`src/rtl/project_pkg.sv`:
```
// Shared types and sizing for the matrix multiplier datapath.
// Holds the dot-product unit state encoding and operand typedefs.
package project_pkg;

    localparam int MSB   = 32;
    localparam int DW    = MSB;
    localparam int K_MAX = 16;
    localparam int LW    = $clog2(K_MAX + 1);
    localparam int ACC_W = 2 * DW + $clog2(K_MAX);

    typedef enum logic [1:0] {
        DPU_IDLE,
        DPU_ACC,
        DPU_FLUSH,
        DPU_HOLD
    } dpu_state_t;

    typedef logic signed [MSB-1:0] operand_t;

    // Zero-length vectors still consume one beat; oversize ones are capped.
    function automatic logic [LW-1:0] clamp_len(input logic [LW-1:0] l);
        if (l == '0)
            return LW'(1);
        if (l > LW'(K_MAX))
            return LW'(K_MAX);
        return l;
    endfunction

endpackage

```
`src/rtl/dot_product_unit_if.sv`:
```
// Operand-in / result-out handshake bundle of the dot-product unit.
interface dot_product_unit_if
    import project_pkg::*;
();

    logic [LW-1:0]           len;
    logic                    in_valid;
    logic                    in_ready;
    operand_t                in_a;
    operand_t                in_b;
    logic                    res_valid;
    logic                    res_ready;
    logic signed [ACC_W-1:0] res_data;
    logic                    busy;

    modport master (
        output len, in_valid, in_a, in_b, res_ready,
        input  in_ready, res_valid, res_data, busy
    );

    modport slave (
        input  len, in_valid, in_a, in_b, res_ready,
        output in_ready, res_valid, res_data, busy
    );

endinterface

```
`src/rtl/dpu_mult_stage.sv`:
```
// Registered signed multiplier; kept separate so it can be retimed
// or swapped for a DSP macro without touching the control path.
module dpu_mult_stage
    import project_pkg::*;
#(
    parameter int W = DW
) (
    input  logic                  clk,
    input  logic                  rst,
    input  logic                  en,
    input  logic signed [W-1:0]   a,
    input  logic signed [W-1:0]   b,
    output logic signed [2*W-1:0] p
);

    always_ff @(posedge clk or posedge rst) begin
        if (rst)
            p <= '0;
        else if (en)
            p <= a * b;
    end

endmodule

```
`src/rtl/dot_product_unit.sv`:
```
// Streaming signed dot-product engine: one operand pair per beat,
// one full-precision result per vector.
module dot_product_unit
    import project_pkg::*;
(
    input logic               clk,
    input logic               rst,
    dot_product_unit_if.slave bus
);

    dpu_state_t              state;
    dpu_state_t              state_nxt;
    logic [LW-1:0]           len_q;
    logic [LW-1:0]           cnt;
    logic signed [2*DW-1:0]  p_q;
    logic signed [ACC_W-1:0] acc;
    logic signed [ACC_W-1:0] acc_nxt;
    logic signed [ACC_W-1:0] res_q;
    logic                    acc_en;
    logic                    in_ready;
    logic                    res_valid;
    logic                    accept;

    assign accept = bus.in_valid & in_ready;

    dpu_mult_stage #(.W(DW)) u_mult (
        .clk (clk),
        .rst (rst),
        .en  (accept),
        .a   (bus.in_a),
        .b   (bus.in_b),
        .p   (p_q)
    );

    assign acc_nxt = acc + {{(ACC_W-2*DW){p_q[2*DW-1]}}, p_q};

    always_comb begin
        state_nxt = state;
        in_ready  = 1'b0;
        res_valid = 1'b0;
        unique case (state)
            DPU_IDLE: begin
                in_ready = 1'b1;
                if (bus.in_valid)
                    state_nxt = (clamp_len(bus.len) == LW'(1))
                              ? DPU_FLUSH : DPU_ACC;
            end
            DPU_ACC: begin
                in_ready = 1'b1;
                if (bus.in_valid && (cnt + LW'(1)) == len_q)
                    state_nxt = DPU_FLUSH;
            end
            DPU_FLUSH: begin
                state_nxt = DPU_HOLD;
            end
            DPU_HOLD: begin
                res_valid = 1'b1;
                if (bus.res_ready)
                    state_nxt = DPU_IDLE;
            end
            default: state_nxt = DPU_IDLE;
        endcase
    end

    always_ff @(posedge clk or posedge rst) begin
        if (rst)
            state <= DPU_IDLE;
        else
            state <= state_nxt;
    end

    // acc is cleared on the first beat so the delayed add starts from zero.
    always_ff @(posedge clk or posedge rst) begin
        if (rst) begin
            len_q  <= '0;
            cnt    <= '0;
            acc    <= '0;
            acc_en <= 1'b0;
            res_q  <= '0;
        end else begin
            acc_en <= accept;
            if (state == DPU_IDLE && accept) begin
                len_q <= clamp_len(bus.len);
                cnt   <= LW'(1);
                acc   <= '0;
            end else begin
                if (state == DPU_ACC && accept)
                    cnt <= cnt + LW'(1);
                if (acc_en)
                    acc <= acc_nxt;
            end
            if (state == DPU_FLUSH)
                res_q <= acc_nxt;
        end
    end

    assign bus.in_ready  = in_ready;
    assign bus.res_valid = res_valid;
    assign bus.res_data  = res_q;
    assign bus.busy      = (state != DPU_IDLE);

endmodule

```
`src/flat_wrapper.sv`:
```
// flat-port wrapper written by rule: the top's interface ports become plain ports
module dot_product_unit_flat import project_pkg::*;
  (clk, rst, bus_len, bus_in_valid, bus_in_a, bus_in_b, bus_res_ready, bus_in_ready, bus_res_valid, bus_res_data, bus_busy);
  dot_product_unit_if bus_i ();
  input logic clk;
  input logic rst;
  input wire logic [$bits(bus_i.len)-1:0] bus_len;
  input wire logic [$bits(bus_i.in_valid)-1:0] bus_in_valid;
  input wire logic [$bits(bus_i.in_a)-1:0] bus_in_a;
  input wire logic [$bits(bus_i.in_b)-1:0] bus_in_b;
  input wire logic [$bits(bus_i.res_ready)-1:0] bus_res_ready;
  output wire logic [$bits(bus_i.in_ready)-1:0] bus_in_ready;
  output wire logic [$bits(bus_i.res_valid)-1:0] bus_res_valid;
  output wire logic [$bits(bus_i.res_data)-1:0] bus_res_data;
  output wire logic [$bits(bus_i.busy)-1:0] bus_busy;
  assign bus_i.len = bus_len;
  assign bus_i.in_valid = bus_in_valid;
  assign bus_i.in_a = bus_in_a;
  assign bus_i.in_b = bus_in_b;
  assign bus_i.res_ready = bus_res_ready;
  assign bus_in_ready = bus_i.in_ready;
  assign bus_res_valid = bus_i.res_valid;
  assign bus_res_data = bus_i.res_data;
  assign bus_busy = bus_i.busy;
  dot_product_unit u_core (.clk(clk), .rst(rst), .bus(bus_i));
endmodule
```
`config.mk`:
```
export PLATFORM = sky130hd
export DESIGN_NAME = dot_product_unit_flat
export DESIGN_NICKNAME = d
export VERILOG_FILES = /design/src/rtl/project_pkg.sv /design/src/rtl/dot_product_unit_if.sv /design/src/rtl/dpu_mult_stage.sv /design/src/rtl/dot_product_unit.sv /design/src/flat_wrapper.sv
export SDC_FILE = /design/constraint.sdc
export NUM_CORES = 2
export LEC_CHECK = 0
export BUFFER_PORTS_ARGS = -buffer_cell sky130_fd_sc_hd__buf_2
export CAP_MARGIN = 25
export CORE_UTILIZATION = 55
export DETAILED_ROUTE_END_ITERATION = 16
export PLACE_DENSITY = 0.72
export REMOVE_ABC_BUFFERS = 1
export SLEW_MARGIN = 20
export SYNTH_ARGS = -nofsm -noshare
export SYNTH_HDL_FRONTEND = slang
export SYNTH_HIERARCHICAL = 1
export SYNTH_SLANG_ARGS = --single-unit
```
`constraint.sdc`:
```
create_clock -name clk -period 6.9 [get_ports clk]
set_input_delay 0 -clock clk [delete_from_list [all_inputs] [get_ports clk]]
set_output_delay 0 -clock clk [all_outputs]
set_load 0.01 [all_outputs]
```
Yosys cells after proc, flatten, opt, wreduce, memory -nomap -nowiden. Index checks and enable logic that the tools add are counted.

Register bits after elaboration: 213. Output and inout port bits: 71.

$add $sub $neg: 2. Multipliers: 1. Order comparisons: 1. Equal/unequal tests: 8. Mux-type cells: 29. Bitwise gates (word level): 1. Reductions and logical operators: 10.

Operators with widths (number): $mux 68 (2); $add 68x68->68 (1); $mul 32x32->64 (1); $mux 5 (10); $mux 1 (12); $mux 2 (4); $pmux 2 s4 (1); $reduce_bool 2->1 (3); $add 5x1->5 const B (1); $eq 5x1->1 const B (1); $eq 5x5->1 (1); $gt 5x5->1 const B (1); $logic_not 5->1 (1); $eq 2x2->1 const B (2); $ne 2x2->1 const B (2); $logic_and 1x1->1 (3); $reduce_and 3->1 (1); $eq 2x1->1 const B (1); $logic_not 2->1 (1); $ne 2x1->1 const B (1); $reduce_or 2->1 (1); $and 1x1->1 (1).

Longest topological paths before layout.
Depth in word-level cells: 15. Gate-level depth with buffers: 29. Gate-level depth less buffers: 27.

Cells and area by module. Netlist, hierarchy kept.

By module, submodules not included: dpu_mult_stage (times used 1, cells each 3987, area each 38354.3 sq um, sequential area each 1601.5 sq um); dot_product_unit (times used 1, cells each 1094, area each 10158.5 sq um, sequential area each 3728.6 sq um).

Worst setup path before layout. Ideal clock, no wire load.

Kind: input-to-reg. Start point: input bus_in_a[31]. End point: register u_core.u_mult.p[62]. Library setup time: 0.125 ns. Arrival time: 7.282 ns. Path slack: -0.506 ns. Stages: 28. Path buffers: 1. Path through: clkbuf_1 nand2_1 inv_1 fa_1 inv_1 fa_1 inv_1 fa_1 fa_1 inv_1 fa_1 inv_1 fa_1 inv_1 fa_1 fa_1 inv_1 ha_1 a21o_1 a21o_1 a21oi_1 nand3_1 nand2_1 a31oi_2 a311o_1 a21oi_2 xnor2_1 mux2_2.

Longest elaborated chain between the ends: 1.

RTL lines: from (decl) (line flat_wrapper.sv:9) `input wire logic [$bits(bus_i.in_a)-1:0] bus_in_a;`; $mul 32x32->64 (line dpu_mult_stage.sv:20) `p <= a * b;`; to (signal assigned) (line dpu_mult_stage.sv:20); to (decl) (line dpu_mult_stage.sv:13) `output logic signed [2*W-1:0] p`.

No other way between the ends. A chain may end at the register's enable or synchronous reset.

Worst setup path after layout.
Start point: input bus_in_b[11]. End point: register u_core.u_mult.p[52].

Longest elaborated chain between the ends: 1.

RTL lines: from (decl) (line flat_wrapper.sv:10) `input wire logic [$bits(bus_i.in_b)-1:0] bus_in_b;`; $mul 32x32->64 (line dpu_mult_stage.sv:20).

No other way between the ends.

==> results by group <==
Critical path
  • Arrival @ worst endpoint: 7090 ps
  • Worst path max stage delay: a little under 600 ps
  • Worst Setup End Kind: register
  • Crit path max-delay family: adder cells
  • Cell mode on critical path: fa_1
  • Nature of the critical path startpoint: input pin
  • Crit-path max FO: 15
  • Required time of the worst setup path: approximately 7300 ps
  • Worst path bufs/invs: 5
  • CP max stage cell: fa_2
  • Crit Path Class: in -> reg

Timing
  • Setup TNS Final: 0 ps
  • Fmax achieved: roughly 150 MHz
  • Worst slew margin: 0.324
  • Final period utilization: 0.969
  • Final Skew: 32.0 ps
  • Min Tclk post-route: 6690 ps
  • Fin. Hold Viols: 0
  • Least-Margin Pin Slew: 988 ps
  • Fin. max-slew vios: 0
  • Endpoints failing setup: 0

Yosys
  • Cells after synthesis: roughly 5,000
  • Average size of a mapped cell: around 9.5 sq um
  • Post-synthesis cell type count: between 80 and 90
  • Post-synth ARST share: 1.00
  • Synth Cell Area: 48,500 sq um
  • Top FF cell, synth: dfrtp_1
  • Post-synth EDFFs: 0
  • Register area share after synthesis: 0.110
  • Yosys reg bits: 213
  • Warnings, synthesis: 6

Floorplan
  • Starting density of the core: 0.557
  • FP Rows: ~110
  • Die area: 89,400 sq um
  • Die Ht: 299 um
  • IO Count: between 100 and 150
  • DIE WIDTH: approximately 300 um
  • Core box area: 87,000 sq um

Clock network
  • Num CTS Buffers: 21
  • H-tree Lvls: 1
  • Worst-Skew Late Latency: 530 ps
  • Root Driver: clkbuf_16
  • Clk buf depth: 3
  • Reg clk slew, reported paths: 70 ps
  • CTS sink cnt: 213
  • CTS tree: built

GRT
  • Gr ovfl total: 0
  • Gr usage total: 0.290
  • Global-route wire length before repair: 206 mm
  • Vias in the first global route: 39,584
  • Initial antenna violation count: 2
  • Pin count of the biggest net entering global routing: 90

Routing
  • Drc violations: 0
  • Drt via density: approximately 5.5
  • DRT Pass-1 Iters: 5
  • Wire per inst: between 15 and 20 um
  • Initial DRC Count: ~2,300
  • Via count: roughly 36,000
  • Total Wirelength: 124 mm
  • Post-route ant nets: 0

Finish
  • Layout Nets: 6,821
  • Share of layout cells above drive strength 1: 0.144
  • Non-Filler Instances: ~6,600
  • Final core utilization: 0.624
  • P&R area growth vs syn: 11.9%

Status
  • Outcome: completed

Placement
  • Post-DP HPWL: ~110 mm
  • Placed Cells: 6,526
  • GP Congestion: 0.943
  • PortBufs: 143

Job
  • Max Cap Violations: 0

Hold path
  • Worst Hold Class: in -> reg
## what timing repair did
item | CTS | global route
gates resized for setup | 1 | 133
hold buffers | 10 | 0
gates cloned | 0 | 0
setup buffers | 0 | 3
hold endpoints to repair | 159 | 0
pin swaps | 0 | 22
setup endpoints to repair | 1 | 22
## cell usage in the layout, fill, tap and decap left out, types with 32 or more instances in the layout
cell type / instances
o21ai_0: 77
mux2i_1: 54
nand4_1: 42
fa_1: 1075
mux2_2: 105
nor2_1: 163
xor2_1: 38
xnor2_1: 98
buf_2: 100
ha_1: 254
dfrtp_1: 212
nor3_1: 32
buf_4: 409
a21o_1: 71
nand2_1: 602
a21oi_1: 159
nand3_1: 33
inv_1: 986
and2_1: 512
## cell families (layout without fill, tap and decap cells)
| group | Yosys count | after routing | share of synthesized area |
|---|---|---|---|
| fa+ha+maj | 1340 | 1340 | 0.513 |
| simple gates | 1461 | 1461 | 0.148 |
| xor+xnor | 138 | 138 | 0.0252 |
| mux | 159 | 159 | 0.0355 |
| other cells | 0 | 3 | 0 |
| flops | 213 | 213 | 0.110 |
| buf+inv | 1266 | 1608 | 0.0983 |
| compound gates | 504 | 504 | 0.0695 |
## flip-flops by register name (all words and copies together), names as in the netlist
register / flops
u_core/acc_en: 1
u_core/cnt: 5
u_core/state: 2
u_core/acc: 68
u_core/u_mult/p: 64
u_core/len_q: 5
u_core/bus.res_data: 68
## path summary, 6_finish.rpt
| check | end | slack, ps | cells past startpoint | from |
|---|---|---|---|---|
| worst max-delay path | u_core/u_mult/p[52]$_DFFE_PP0P_ | 210 | 25 | bus_in_b[11] |
| worst min-delay path | u_core/state[1]$_DFFE_PP0P_ | 20 | 4 | bus_in_valid |
| worst max register to register | u_core/bus.res_data[64]$_DFFE_PP0P_ | 2590 | 12 | u_core/u_mult/p[0]$_DFFE_PP0P_ |
| worst min register to register | u_core/bus.res_data[19]$_DFFE_PP0P_ | 500 | 1 | u_core/bus.res_data[19]$_DFFE_PP0P_ |
| max in group asynchronous | u_core/bus.res_data[19]$_DFFE_PP0P_ | 5270 | 4 | rst |
| min in group asynchronous | u_core/acc[16]$_DFFE_PP0P_ | 290 | 3 | rst |
## layer usage
metal	vias up	part of all wire	global-route usage
met1	18590	0.41	0.376
met2	1054	0.51	0.518
met3	227	0.045	0.0249
li1	16059	-	-
met4	0	0.032	0.0819
met5	-	0	0
## worst register-to-register path, stage by stage (launching register included)
cell and delay (ps):
dfrtp_1 380, ha_1 240, fa_1 430, a211oi_1 310, o211ai_1 240, nand4_1 220, a21oi_1 140, o311ai_0 690
nand2_1 340, a21oi_1 500, o21ai_0 210, xor2_1 190, mux2_2 270
## synth_stat cells (26+ instances only)
| library cell | number | area [sq um] |
|---|---|---|
| nor2_1 | 163 | 612 |
| fa_1 | 1083 | 21700 |
| xnor2_1 | 99 | 867 |
| mux2_2 | 105 | 1180 |
| nand4_1 | 42 | 263 |
| clkbuf_1 | 255 | 957 |
| dfrtp_1 | 213 | 5330 |
| a21oi_1 | 166 | 831 |
| xor2_1 | 38 | 333 |
| mux2i_1 | 54 | 541 |
| o21bai_1 | 26 | 195 |
| nand2_1 | 605 | 2270 |
| nand3_1 | 33 | 165 |
| ha_1 | 257 | 3220 |
| o21ai_0 | 80 | 400 |
| nor3_1 | 32 | 160 |
| and2_1 | 516 | 3230 |
| a21o_1 | 71 | 533 |
| inv_1 | 994 | 3730 |
## stage by stage
step / hold WS, ps / cell area, sq um / worst slack [ps]
6_report: 19.0 / 54300 / 211
3_3_place_gp: 254 / 53100 / -382
5_1_grt: 54.7 / 54300 / -10.6
2_1_floorplan: 96.9 / 47500 / -272
4_1_cts: 0.0315 / 53900 / 7.47
3_5_place_dp: 266 / 53100 / -490
## layout make-up
| cell class | instances | area [sq um] |
|---|---|---|
| Tap cell | 1155 | 1450 |
| Multi-Input combinational cell | 3602 | 38600 |
| Timing Repair Buffer | 575 | 4490 |
| Inverter | 995 | 3740 |
| Fill cell | 7295 | 32800 |
| Clock buffer | 30 | 579 |
| Antenna cell | 3 | 7.51 |
| Clock inverter | 8 | 125 |
| Sequential cell | 213 | 5330 |
Power is not shown: default switching activity piles up to over one toggle a cycle in this logic, so the estimate is an artifact.
